`config.mk`:
```
export PLATFORM = sky130hd
export DESIGN_NAME = mul_add_rr_sched
export DESIGN_NICKNAME = d
export VERILOG_FILES = /design/src/rtl/mul_add_rr_sched.sv
export SDC_FILE = /design/constraint.sdc
export NUM_CORES = 1
export LEC_CHECK = 0
export ABC_AREA = 1
export BUFFER_PORTS_ARGS = -buffer_cell sky130_fd_sc_hd__buf_2
export CAP_MARGIN = 20
export CORE_MARGIN = 8
export CORE_UTILIZATION = 45
export CTS_CLUSTER_SIZE = 14
export DETAILED_ROUTE_END_ITERATION = 6
export GPL_ROUTABILITY_DRIVEN = 0
export PLACE_DENSITY = 0.79
export SLEW_MARGIN = 20
export SYNTH_ARGS = -nofsm -noshare
export SYNTH_HDL_FRONTEND = slang
export SYNTH_SLANG_ARGS = --single-unit
```
`constraint.sdc`:
```
create_clock -name clk_i -period 12.8 [get_ports clk_i]
set_clock_uncertainty 0.05 [all_clocks]
set_input_delay 1.92 -clock clk_i [delete_from_list [all_inputs] [get_ports clk_i]]
set_output_delay 1.92 -clock clk_i [all_outputs]
set_load 0.05 [all_outputs]
```
`src/rtl/mul_add_rr_sched.sv`:
```
// Round-robin scheduler sharing one unsigned multiply-add datapath
// (P = X*Y + A) between several requesters, with a single-entry registered
// response buffer that refills in the same cycle it drains.
//
// Output buffer FSM
//   state    | meaning
//   ST_EMPTY | no response held, rsp_valid_o low
//   ST_FULL  | a response is held on rsp_p_o/rsp_id_o, rsp_valid_o high

module mul_add_uns #(
    parameter int WidthX = 8,
    parameter int WidthY = 8,
    parameter int WidthA = 20,
    parameter int Speed  = 1
) (
    input  logic [WidthX-1:0] x,
    input  logic [WidthY-1:0] y,
    input  logic [WidthA-1:0] a,
    output logic [WidthA-1:0] p
);
    localparam int WidthP = WidthX + WidthY;

    logic [WidthP-1:0] prod;

    if (Speed == 0) begin : g_slow
        // Shift-and-add over the narrower operand, one partial product per bit.
        always_comb begin
            prod = '0;
            for (int i = 0; i < WidthX; i++) begin
                if (x[i]) prod = prod + (WidthP'(y) << i);
            end
        end
    end else if (Speed >= 2 && WidthX >= 2) begin : g_fast
        localparam int HalfX = WidthX / 2;
        logic [HalfX-1:0]        x_lo;
        logic [WidthX-HalfX-1:0] x_hi;
        // Two narrower multipliers summed, shortening the carry chains.
        always_comb begin
            x_lo = x[HalfX-1:0];
            x_hi = x[WidthX-1:HalfX];
            prod = ((WidthP'(x_hi) * WidthP'(y)) << HalfX)
                 + (WidthP'(x_lo) * WidthP'(y));
        end
    end else begin : g_med
        // Let synthesis pick the multiplier architecture.
        always_comb begin
            prod = WidthP'(x) * WidthP'(y);
        end
    end

    // Sum wraps modulo 2^WidthA; the carry-out is dropped.
    always_comb begin
        p = WidthA'(prod) + a;
    end
endmodule

module mul_add_rr_sched #(
    parameter int NumReq  = 4,
    parameter int WidthX  = 8,
    parameter int WidthY  = 8,
    parameter int WidthA  = 20,
    parameter int Speed   = 1,
    parameter int IdWidth = (NumReq > 2) ? $clog2(NumReq) : 1
) (
    input  logic                      clk_i,
    input  logic                      rst_ni,
    input  logic [NumReq-1:0]         req_valid_i,
    output logic [NumReq-1:0]         req_ready_o,
    input  logic [NumReq*WidthX-1:0]  req_x_i,
    input  logic [NumReq*WidthY-1:0]  req_y_i,
    input  logic [NumReq*WidthA-1:0]  req_a_i,
    output logic                      rsp_valid_o,
    input  logic                      rsp_ready_i,
    output logic [WidthA-1:0]         rsp_p_o,
    output logic [IdWidth-1:0]        rsp_id_o,
    output logic                      busy_o,
    output logic [31:0]               issue_cnt_o
);
    typedef enum logic {ST_EMPTY, ST_FULL} state_t;

    state_t             state_q, state_d;
    logic [IdWidth-1:0] ptr_q;
    logic [IdWidth-1:0] ptr_d;
    logic [NumReq-1:0]  grant;
    logic [IdWidth-1:0] gidx;
    logic               found;
    logic               issue_en;
    logic               issue;
    int                 idx;
    logic [WidthX-1:0]  x_sel;
    logic [WidthY-1:0]  y_sel;
    logic [WidthA-1:0]  a_sel;
    logic [WidthA-1:0]  p_sel;

    assign rsp_valid_o = (state_q == ST_FULL);
    assign issue_en    = !rsp_valid_o || rsp_ready_i;
    assign req_ready_o = issue_en ? grant : '0;
    assign issue       = |req_ready_o;
    assign busy_o      = rsp_valid_o || (|req_valid_i);

    // Priority search starting at ptr, wrapping; first valid requester wins.
    always_comb begin
        grant = '0;
        gidx  = '0;
        found = 1'b0;
        idx   = 0;
        for (int k = 0; k < NumReq; k++) begin
            idx = int'(ptr_q) + k;
            if (idx >= NumReq) idx = idx - NumReq;
            if (!found && req_valid_i[IdWidth'(idx)]) begin
                found                 = 1'b1;
                grant[IdWidth'(idx)]  = 1'b1;
                gidx                  = IdWidth'(idx);
            end
        end
    end

    // Pointer advances past the winner only when an operation actually issues.
    always_comb begin
        ptr_d = ptr_q;
        if (issue) begin
            ptr_d = (gidx == IdWidth'(NumReq - 1)) ? '0 : gidx + 1'b1;
        end
    end

    // Operand mux feeding the shared datapath.
    always_comb begin
        x_sel = req_x_i[gidx*WidthX +: WidthX];
        y_sel = req_y_i[gidx*WidthY +: WidthY];
        a_sel = req_a_i[gidx*WidthA +: WidthA];
    end

    mul_add_uns #(
        .WidthX (WidthX),
        .WidthY (WidthY),
        .WidthA (WidthA),
        .Speed  (Speed)
    ) u_mul_add (
        .x (x_sel),
        .y (y_sel),
        .a (a_sel),
        .p (p_sel)
    );

    // Output buffer next state: an issue always fills; a handshake alone drains.
    always_comb begin
        state_d = state_q;
        if (issue) begin
            state_d = ST_FULL;
        end else if (state_q == ST_FULL && rsp_ready_i) begin
            state_d = ST_EMPTY;
        end
    end

    // State register and pointer.
    always_ff @(posedge clk_i) begin
        if (!rst_ni) begin
            state_q <= ST_EMPTY;
            ptr_q   <= '0;
        end else begin
            state_q <= state_d;
            ptr_q   <= ptr_d;
        end
    end

    // Response payload and saturating issue counter; payload holds when idle.
    always_ff @(posedge clk_i) begin
        if (!rst_ni) begin
            rsp_p_o     <= '0;
            rsp_id_o    <= '0;
            issue_cnt_o <= '0;
        end else if (issue) begin
            rsp_p_o  <= p_sel;
            rsp_id_o <= gidx;
            if (issue_cnt_o != 32'hFFFF_FFFF) issue_cnt_o <= issue_cnt_o + 32'd1;
        end
    end
endmodule

```
==> reports/results.tsv, run 1 <==
stage	metric	value	unit
cells_and_area	diodes	0	
clocking	clock_latency	330	ps
synthesis	synth_fp_nets	1349	
sta	timing.fmax	118.7	MHz
cells_and_area	drive_gt1_share	21.68	%
synthesis	synthCells	1097	
route	post-route-drc-count	0	
cells_and_area	final_cell_mix	nand2_1 (236), buf_2 (210), inv_1 (150)	
cells_and_area	multi_input_area	5209	um2
global_route	antenna_found_initial	1	
floorplanning	start_util	45.97	%
synthesis	ys_types	42	
floorplanning	dieArea	20560	um2
global_route	grt_max_degree	77	
clocking	cts_resized	0	
cells_and_area	final_common_cell	nand2_1	
route	post_drt_wl_per_cell	15.20	um
sta	finalCriticalPeriod	8424	ps
clocking	cts_tree	yes	
route	post_drt_via_cell_ratio	5.175	
route	drt.antenna.violating_nets	0	
clocking	cts_setup_buffers	0	
setup_path	ff2ff_setup_slack	4950	ps
min_path	min_path_type	flip-flop to flip-flop	
synthesis	syn_area_per_cell	6.656	um2
setup_path	cp-end-kind	flip-flop	
synthesis	ys.flop_type	dfxtp_1	
setup_path	cp-start-kind	primary input	
clocking	cts_sinks	57	
synthesis	ys_seq_elements	57	
route	wl	22770	um
cells_and_area	seq_area	1141	um2
synthesis	yosys_warnings	0	
setup_path	worstPathMaxFanout	76	
sta	setup_viol	0	
clocking	cts_made_buffers	9	
cells_and_area	syn_to_final_growth	18.13	%
floorplanning	io_pins	211	
setup_path	arrival	8600	ps
global_route	grt_pass1_wl	37100	um
clocking	cts_buffer_depth	2	
synthesis	synthesis.area	7302	um2
sta	fin_crit_sh	65.81	%
run_status	status	finished, final reports clean	
cells_and_area	fin_nets	1529	
route	dr.pass1.iters	7	
clocking	holdBufCountCts	0	
setup_path	cp_slowest_cell	inv_4	
placed_design	numPortBuffers	210	
global_route	grt.total_usage	22.38	%
placed_design	hpwl	18400	um
floorplanning	core	15890	um2
clocking	clk_pin_slew_worst_paths	50	ps
synthesis	async_flop_share	0	%
setup_path	worstSetupPathType	primary input to flip-flop	
global_route	grt_overflow	0	
sta	hold_viol	0	
clocking	htreeDepth	3	
floorplanning	num_rows	46	
clocking	cts_root_buf	clkbuf_16	
job	maxCapViolations	0	
route	drtIter0Drc	770	
setup_path	slowest_delay	700	ps
route	vias	7752	
floorplanning	die_w	143.4	um
sta	worstMarginPinSlew	1036	ps
floorplanning	dieHeight	143.4	um
cells_and_area	fill_cells	1545	
sta	slew_headroom	30.87	%
global_route	grt_pass1_vias	7427	
synthesis	synth_edf_count	0	
sta	report.final.slew_viol_count	0	
setup_path	cp_common_cell	nand2_1	
sta	tns	0	ps
setup_path	required	12980	ps
sta	rsz0062_at_grt	false	
synthesis	synth-seq-area-share	15.63	%
-- critical path, delay by kind of cell --
kind / cells / cell delay, ps
adders and majority gates: 5 / 2350
and+or+nand+nor: 17 / 2280
buffers and inverters: 7 / 1060
AOI/OAI and AO/OA: 4 / 910
-- routing by layer --
metal / global-route usage, % / vias to the layer above / part of all wire, %
met5: 0 / - / 0.066
li1: - / 3860 / -
met1: 29.56 / 3521 / 42
met4: 5.479 / 2 / 1.8
met3: 4.645 / 33 / 9.4
met2: 36.50 / 336 / 47
-- final timing paths --
| path | startpoint | endpoint | cells past startpoint |
|---|---|---|---|
| worst max register to register | ptr_q[0] | rsp_p_o[19] | 33 |
| worst min register to register | rsp_p_o[3] | rsp_p_o[3] | 2 |
| worst max-delay path | req_valid_i[3] | rsp_p_o[19] | 33 |
| worst min-delay path | rsp_p_o[3] | rsp_p_o[3] | 2 |
-- sequential cells by signal (all words and copies together), names as in the netlist --
name         flops
issue_cnt_o     32
ptr_q            2
rsp_id_o         2
rsp_p_o         20
rsp_valid_o      1
-- through the flow --
stage                     cell area [um2]  hold slack (ps)  util (%)  std cells  setup slack [ps]
after global placement               8335            414.3     52.47       1482              4311
after detailed placement             8335            420.3     52.47       1482              4144
after CTS                            8626            431.8     54.30       1498              4462
after global routing                 8626            457.0     54.30       1498              3780
after floorplan                      7302            583.7         -       1097              5823
final                                8626            426.3     54.30       1498              4376
-- cell usage after synthesis, types with 11 or more instances --
master | number | area share [%]
a21oi_1 | 78 | 5.3
buf_4 | 14 | 1.4
buf_6 | 11 | 1.7
dfxtp_1 | 57 | 16
fa_1 | 50 | 14
ha_1 | 51 | 8.7
inv_1 | 150 | 7.7
inv_2 | 16 | 0.82
nand2_1 | 237 | 12
nand2_2 | 18 | 1.5
nand3_1 | 69 | 4.7
nand4_1 | 16 | 1.4
nor2_1 | 118 | 6.1
nor3_1 | 17 | 1.2
o21ai_0 | 46 | 3.2
o21ai_1 | 23 | 1.6
xor2_1 | 34 | 4.1
-- cell type report --
| class | count | area share (%) |
|---|---|---|
| Clock buffer | 13 | 2.901 |
| Clock inverter | 3 | 0.4642 |
| Inverter | 169 | 7.441 |
| Multi-Input combinational cell | 827 | 60.39 |
| Sequential cell | 57 | 13.23 |
| Tap cell | 216 | 3.133 |
| Timing Repair Buffer | 213 | 12.45 |
-- logic make-up (layout without fill, tap and decap cells) --
| logic type | Yosys count | count (layout) | synth area share, % |
|---|---|---|---|
| flip-flops | 57 | 57 | 15.63 |
| XOR/XNOR | 43 | 43 | 5.158 |
| AO/OA/AOI/OAI | 181 | 181 | 14.00 |
| buffers and inverters | 213 | 398 | 13.07 |
| adder cells (fa/ha/maj) | 101 | 101 | 22.45 |
| AND/OR/NAND/NOR | 502 | 502 | 29.70 |
Power of run 1 is left out: the tool's default activity adds up to more than one toggle a clock period on the data nets, which glitch-free logic cannot reach.
==> run 2, diff against run 1 <==
Clock period 12.8 ns to 8.77 ns, I/O delays scaled along.
==> run 2 against run 1 <==
Hold slack worse by 4.0 ps; cell area up 0.39%; cell count up 0.13%; core utilization up 0.21 points; die area unchanged; count of clock-buffer cells in the layout up 1; critical path depth down 2; non-clock buffer count up 2; global-route usage about the same; sequential share of layout area down 0.052 points.
==> reports/results.tsv, run 2 (synthesis results as in run 1) <==
stage	metric	value	unit
min_path	min_from	rsp_p_o[14]	
setup_path	cp-end-kind	flip-flop	
setup_path	r2r-start	ptr_q[0]	
cells_and_area	reg_top3	issue_cnt_o (32), rsp_p_o (20)	
setup_path	r2r-end	rsp_p_o[15]	
setup_path	cp_slowest_cell	dfxtp_1	
floorplanning	num_rows	46	
setup_path	required	8900	ps
route	post_drt_wl_per_cell	15.48	um
route	wl	23220	um
clocking	cts_buffer_depth	2	
sta	rsz0062_at_grt	false	
job	maxCapViolations	0	
cells_and_area	postLayoutCellArea	8660	um2
setup_path	ff2ff_setup_slack	1350	ps
placed_design	hpwl	18750	um
setup_path	cp_common_cell	nand2_1	
cells_and_area	final_cell_mix	nand2_1 (236), buf_2 (210), inv_1 (150)	
route	dr.pass1.iters	5	
run_status	status	finished, final reports clean	
sta	worstMarginPinSlew	1044	ps
cells_and_area	final_common_cell	nand2_1	
route	post-route-drc-count	0	
sta	timing.fmax	134.7	MHz
cells_and_area	syn_to_final_growth	18.59	%
global_route	antenna_found_initial	1	
cells_and_area	utilization	54.51	%
sta	hold_viol	0	
clocking	cts_made_buffers	9	
floorplanning	dieArea	20560	um2
setup_path	worstPathMaxFanout	34	
setup_path	worstSetupPathType	flip-flop to flip-flop	
cells_and_area	largest_reg_flops	32	
placed_design	placed_cell_area	8351	um2
clocking	clk_pin_slew_worst_paths	50	ps
min_path	whs_path_depth	2	
min_path	min_path_type	flip-flop to flip-flop	
setup_path	cp-start-kind	flip-flop	
global_route	grt.total_usage	22.43	%
cells_and_area	top_register	issue_cnt_o	
clocking	holdBufCountCts	0	
clocking	clock_latency	320	ps
floorplanning	die_w	143.4	um
cells_and_area	drive_gt1_share	21.88	%
floorplanning	dieHeight	143.4	um
placed_design	numPortBuffers	210	
sta	slew_headroom	30.29	%
global_route	grt_pass1_vias	7589	
route	post_drt_via_cell_ratio	5.249	
min_path	holdPathEnd	rsp_p_o[14]	
sta	report.final.slew_viol_count	0	
sta	fin_crit_sh	84.65	%
setup_path	reg2reg_depth	31	
route	vias	7874	
route	drt.antenna.violating_nets	0	
setup_path	arrival	7550	ps
clocking	cts_sinks	57	
clocking	cts_tree	yes	
sta	tns	0	ps
route	drtIter0Drc	650	
clocking	cts_root_buf	clkbuf_16	
cells_and_area	diodes	0	
global_route	grt_max_degree	76	
sta	finalCriticalPeriod	7424	ps
clocking	htreeDepth	3	
setup_path	slowest_delay	710	ps
global_route	grt_overflow	0	
clocking	cts_resized	0	
cells_and_area	fin_nets	1531	
clocking	cts_setup_buffers	0	
floorplanning	io_pins	211	
global_route	grt_pass1_wl	37290	um
floorplanning	core	15890	um2
floorplanning	start_util	45.97	%
sta	setup_viol	0	
run 2: area by class of cell:
cell class | count | area [um2]
clock buffer | 14 | 274.0
timing repair buffer | 215 | 1089
sequential | 57 | 1141
inverter | 169 | 641.9
clock inverter | 2 | 35.03
fill | 1615 | 7226
multi-input combinational | 827 | 5209
tap | 216 | 270.3
run 2: per-layer routing:
layer | share of wire (%) | global-route usage [%] | vias up | wire length, um
met3 | 9.3 | 5.939 | 44 | 2149
met4 | 1.4 | 4.151 | 2 | 325
li1 | - | - | 3865 | -
met1 | 42 | 28.25 | 3641 | 9701
met5 | 0.039 | 0 | - | 9
met2 | 48 | 37.92 | 322 | 11040
run 2: worst max-delay path by stage:
| stage | cells after the start | from | slack [ps] | end |
|---|---|---|---|---|
| 4_1_cts | 34 | req_valid_i[3] | 1440 | rsp_p_o[15] |
| 3_5_place_dp | 34 | req_valid_i[3] | 1120 | rsp_p_o[15] |
| 5_1_grt | 33 | ptr_q[0] | 820 | rsp_p_o[15] |
| 3_3_place_gp | 34 | req_valid_i[3] | 1310 | rsp_p_o[15] |
| 2_1_floorplan | 33 | req_valid_i[3] | 2400 | rsp_p_o[15] |
| 6_report | 31 | ptr_q[0] | 1350 | rsp_p_o[15] |
run 2: through the flow:
stage | hold slack (ps) | std cells | setup WS [ps]
after floorplan | 583.7 | 1097 | 2397
after global placement | 414.8 | 1484 | 1308
after detailed placement | 417.1 | 1484 | 1118
after CTS | 428.0 | 1500 | 1438
after global routing | 448.0 | 1500 | 821.9
final | 422.3 | 1500 | 1347
run 2: worst max-delay path: cells and delay by family (launching register included):
| family | cells | cell delay, ps |
|---|---|---|
| DFF | 1 | 710 |
| AOI/OAI and AO/OA | 5 | 1010 |
| and+or+nand+nor | 13 | 1660 |
| buffers and inverters | 6 | 910 |
| xor gates and xnor gates | 1 | 130 |
| adders and majority gates | 6 | 2780 |
Power of run 2 is left out for the same reason.
==> run 3, diff against run 2 <==
Settings changed: ABC_AREA 1 to 0, PLACE_DENSITY 0.79 to 0.82.
Clock period 8.77 ns to 6.6 ns, I/O delays scaled along.
==> run 3 against run 2 <==
The run now ends with negative setup slack left; non-clock buffer count rose by 87; setup slack got worse by 1400 ps; cell area is 12% higher; register-to-register slack got worse by 1300 ps; global-route usage down 2.0 points; sequential share of layout area shrank 1.4 points; critical path depth fell by 4; highest routed layer unchanged.
==> reports/results.tsv, run 3 <==
stage	metric	value	unit
route	post_drt_wl_per_cell	17.84	um
sta	fin_crit_sh	100.8	%
synthesis	yosys_warnings	0	
cells_and_area	largest_reg_flops	32	
floorplanning	dieHeight	139.9	um
clocking	holdBufCountCts	0	
synthesis	synthTopCellsByArea	dfxtp_1 (17%), fa_1 (14%), ha_1 (9.2%)	
setup_path	arrival	6790	ps
clocking	cts_tree	yes	
run_status	status	finished, violations left	
synthesis	synth_fp_nets	1078	
synthesis	async_flop_share	0	%
setup_path	worst-path-buf-inv	8	
global_route	antenna_found_initial	1	
floorplanning	dieArea	19560	um2
synthesis	yosysMostFrequentCell	inv_1	
setup_path	required	6740	ps
setup_path	cp-end-kind	flip-flop	
setup_path	worstPathMaxFanout	7	
cells_and_area	reg_top3	issue_cnt_o (32), rsp_p_o (20)	
route	dr.pass1.iters	5	
global_route	grt.total_usage	20.39	%
placed_design	dp.cells	1258	
cells_and_area	final_common_cell	buf_2	
synthesis	ys.flop_type	dfxtp_1	
floorplanning	core	15090	um2
setup_path	cp-start-kind	primary input	
global_route	grt_overflow	0	
clocking	clk_pin_slew_worst_paths	50	ps
route	wl	23060	um
synthesis	synthTopCellsByCount	inv_1 (96), nand2_1 (72), mux2i_1 (61), dfxtp_1 (57), a21oi_1 (52)	
route	drt.antenna.violating_nets	0	
clocking	cts_sinks	57	
cells_and_area	drive_gt1_share	39.10	%
synthesis	syn_area_per_cell	8.359	um2
cells_and_area	final_cell_mix	buf_2 (208), inv_1 (90), buf_4 (77)	
clocking	clock_latency	320	ps
route	vias	7247	
sta	rsz0062_at_grt	true	
sta	hold_viol	0	
setup_path	path_delay_family	adder cells	
synthesis	synth-seq-area-share	16.53	%
sta	worst_slack	-49.82	ps
setup_path	cp_slowest_cell	fa_1	
synthesis	synthesis.area	6904	um2
cells_and_area	fill_cells	1183	
floorplanning	io_pins	211	
min_path	min_path_type	flip-flop to flip-flop	
synthesis	yosysTopAreaCell	dfxtp_1	
job	maxCapViolations	0	
global_route	grt_max_degree	32	
sta	worstMarginPinSlew	690.3	ps
synthesis	synth_edf_count	0	
sta	report.final.slew_viol_count	0	
route	post-route-drc-count	0	
floorplanning	die_w	139.9	um
placed_design	hpwl	16710	um
sta	finalCriticalPeriod	6650	ps
route	post_drt_via_cell_ratio	5.605	
synthesis	synthCells	826	
floorplanning	start_util	45.75	%
floorplanning	num_rows	45	
cells_and_area	top_register	issue_cnt_o	
synthesis	synth_top_area_share	16.53	%
route	drtIter0Drc	493	
placed_design	numPortBuffers	210	
setup_path	ff2ff_setup_slack	40	ps
setup_path	worstSetupPathType	primary input to flip-flop	
global_route	grt_pass1_wl	33420	um
synthesis	ys_seq_elements	57	
clocking	cts_made_buffers	9	
cells_and_area	syn_to_final_growth	41.05	%
sta	setup_viol	3	
clocking	htreeDepth	3	
global_route	grt_pass1_vias	6946	
run_status	violations	negative setup slack	
cells_and_area	fin_cells	1293	
sta	timing.fmax	150.4	MHz
clocking	cts_root_buf	clkbuf_16	
setup_path	slowest_delay	560	ps
cells_and_area	fin_nets	1352	
synthesis	ys_types	60	
clocking	cts_buffer_depth	2	
sta	slew_headroom	53.83	%
cells_and_area	diodes	0	
-- run 3: cell count changes after synthesis, moves of 23 or more --
cell | previous run | this run
nor2_1 | 118 | 49
mux2i_1 | 0 | 61
nor2b_1 | 0 | 28
a21oi_1 | 78 | 52
nand3_1 | 69 | 16
o21ai_1 | 23 | 0
nand2_1 | 237 | 72
and2_1 | 0 | 40
inv_1 | 150 | 96
o21ai_0 | 46 | 20
a211oi_1 | 1 | 29
-- run 3: final timing paths --
kind	depth (start not counted)	startpoint	endpoint
max reg2reg	28	ptr_q[1]	rsp_p_o[19]
min	2	rsp_p_o[17]	rsp_p_o[17]
max	27	req_valid_i[0]	rsp_p_o[19]
min reg2reg	2	rsp_p_o[17]	rsp_p_o[17]
-- run 3: logic make-up after synthesis --
| group | synth area share (%) |
|---|---|
| AND/OR/NAND/NOR | 21.29 |
| AO/OA/AOI/OAI | 14.23 |
| buffers and inverters | 8.789 |
| adder cells (fa/ha/maj) | 23.74 |
| multiplexers | 11.62 |
| flip-flops | 16.53 |
| XOR/XNOR | 3.806 |
-- run 3: metal layers --
layer / track usage [%] / vias up / wire length, um
li1: - / 3379 / -
met1: 23.98 / 3510 / 8998
met2: 35.87 / 289 / 11770
met3: 4.822 / 67 / 1465
met4: 6.400 / 2 / 816
met5: 0 / - / 13
-- run 3: worst reg2reg max path: cells and delay by family (launching register included) --
kind | cells | cell delay (ps)
and+or+nand+nor | 3 | 590
buffers and inverters | 8 | 870
xor gates and xnor gates | 1 | 180
DFF | 1 | 320
AOI/OAI and AO/OA | 9 | 1890
muxes | 1 | 100
adders and majority gates | 6 | 2430
-- run 3: layout make-up --
| cell class | count | area [um2] | area share (%) |
|---|---|---|---|
| clock inverters | 6 | 105.1 | 1.079 |
| clock buffers | 10 | 239.0 | 2.454 |
| inverters | 97 | 364.1 | 3.739 |
| flip-flops and latches | 57 | 1142 | 11.73 |
| well taps | 188 | 235.2 | 2.416 |
| multi-input cells | 633 | 5719 | 58.73 |
| repair buffers | 302 | 1933 | 19.85 |
-- run 3: what timing repair did --
action,in CTS,in global routing
endpoints found under the setup margin,6,12
hold endpoints to repair,0,0
setup buffers,2,14
pin swaps,8,55
resized for setup,5,83
cloned,1,4
-- run 3: per-stage QoR --
stage | worst slack, ps | hold WS [ps] | cell area [um2] | util, % | setup TNS (ps)
finish | -49.82 | 423.3 | 9738 | 64.54 | -101.2
floorplan | 1.299 | 633.3 | 7141 | - | 0
global route | -305.0 | 450.7 | 9738 | 64.54 | -1952
global placement | -382.2 | 412.1 | 8742 | 57.94 | -2681
detailed placement | -443.8 | 414.9 | 8742 | 57.94 | -3779
CTS | -9.509 | 426.3 | 9155 | 60.67 | -9.509
Power of run 3 is left out for the same reason.
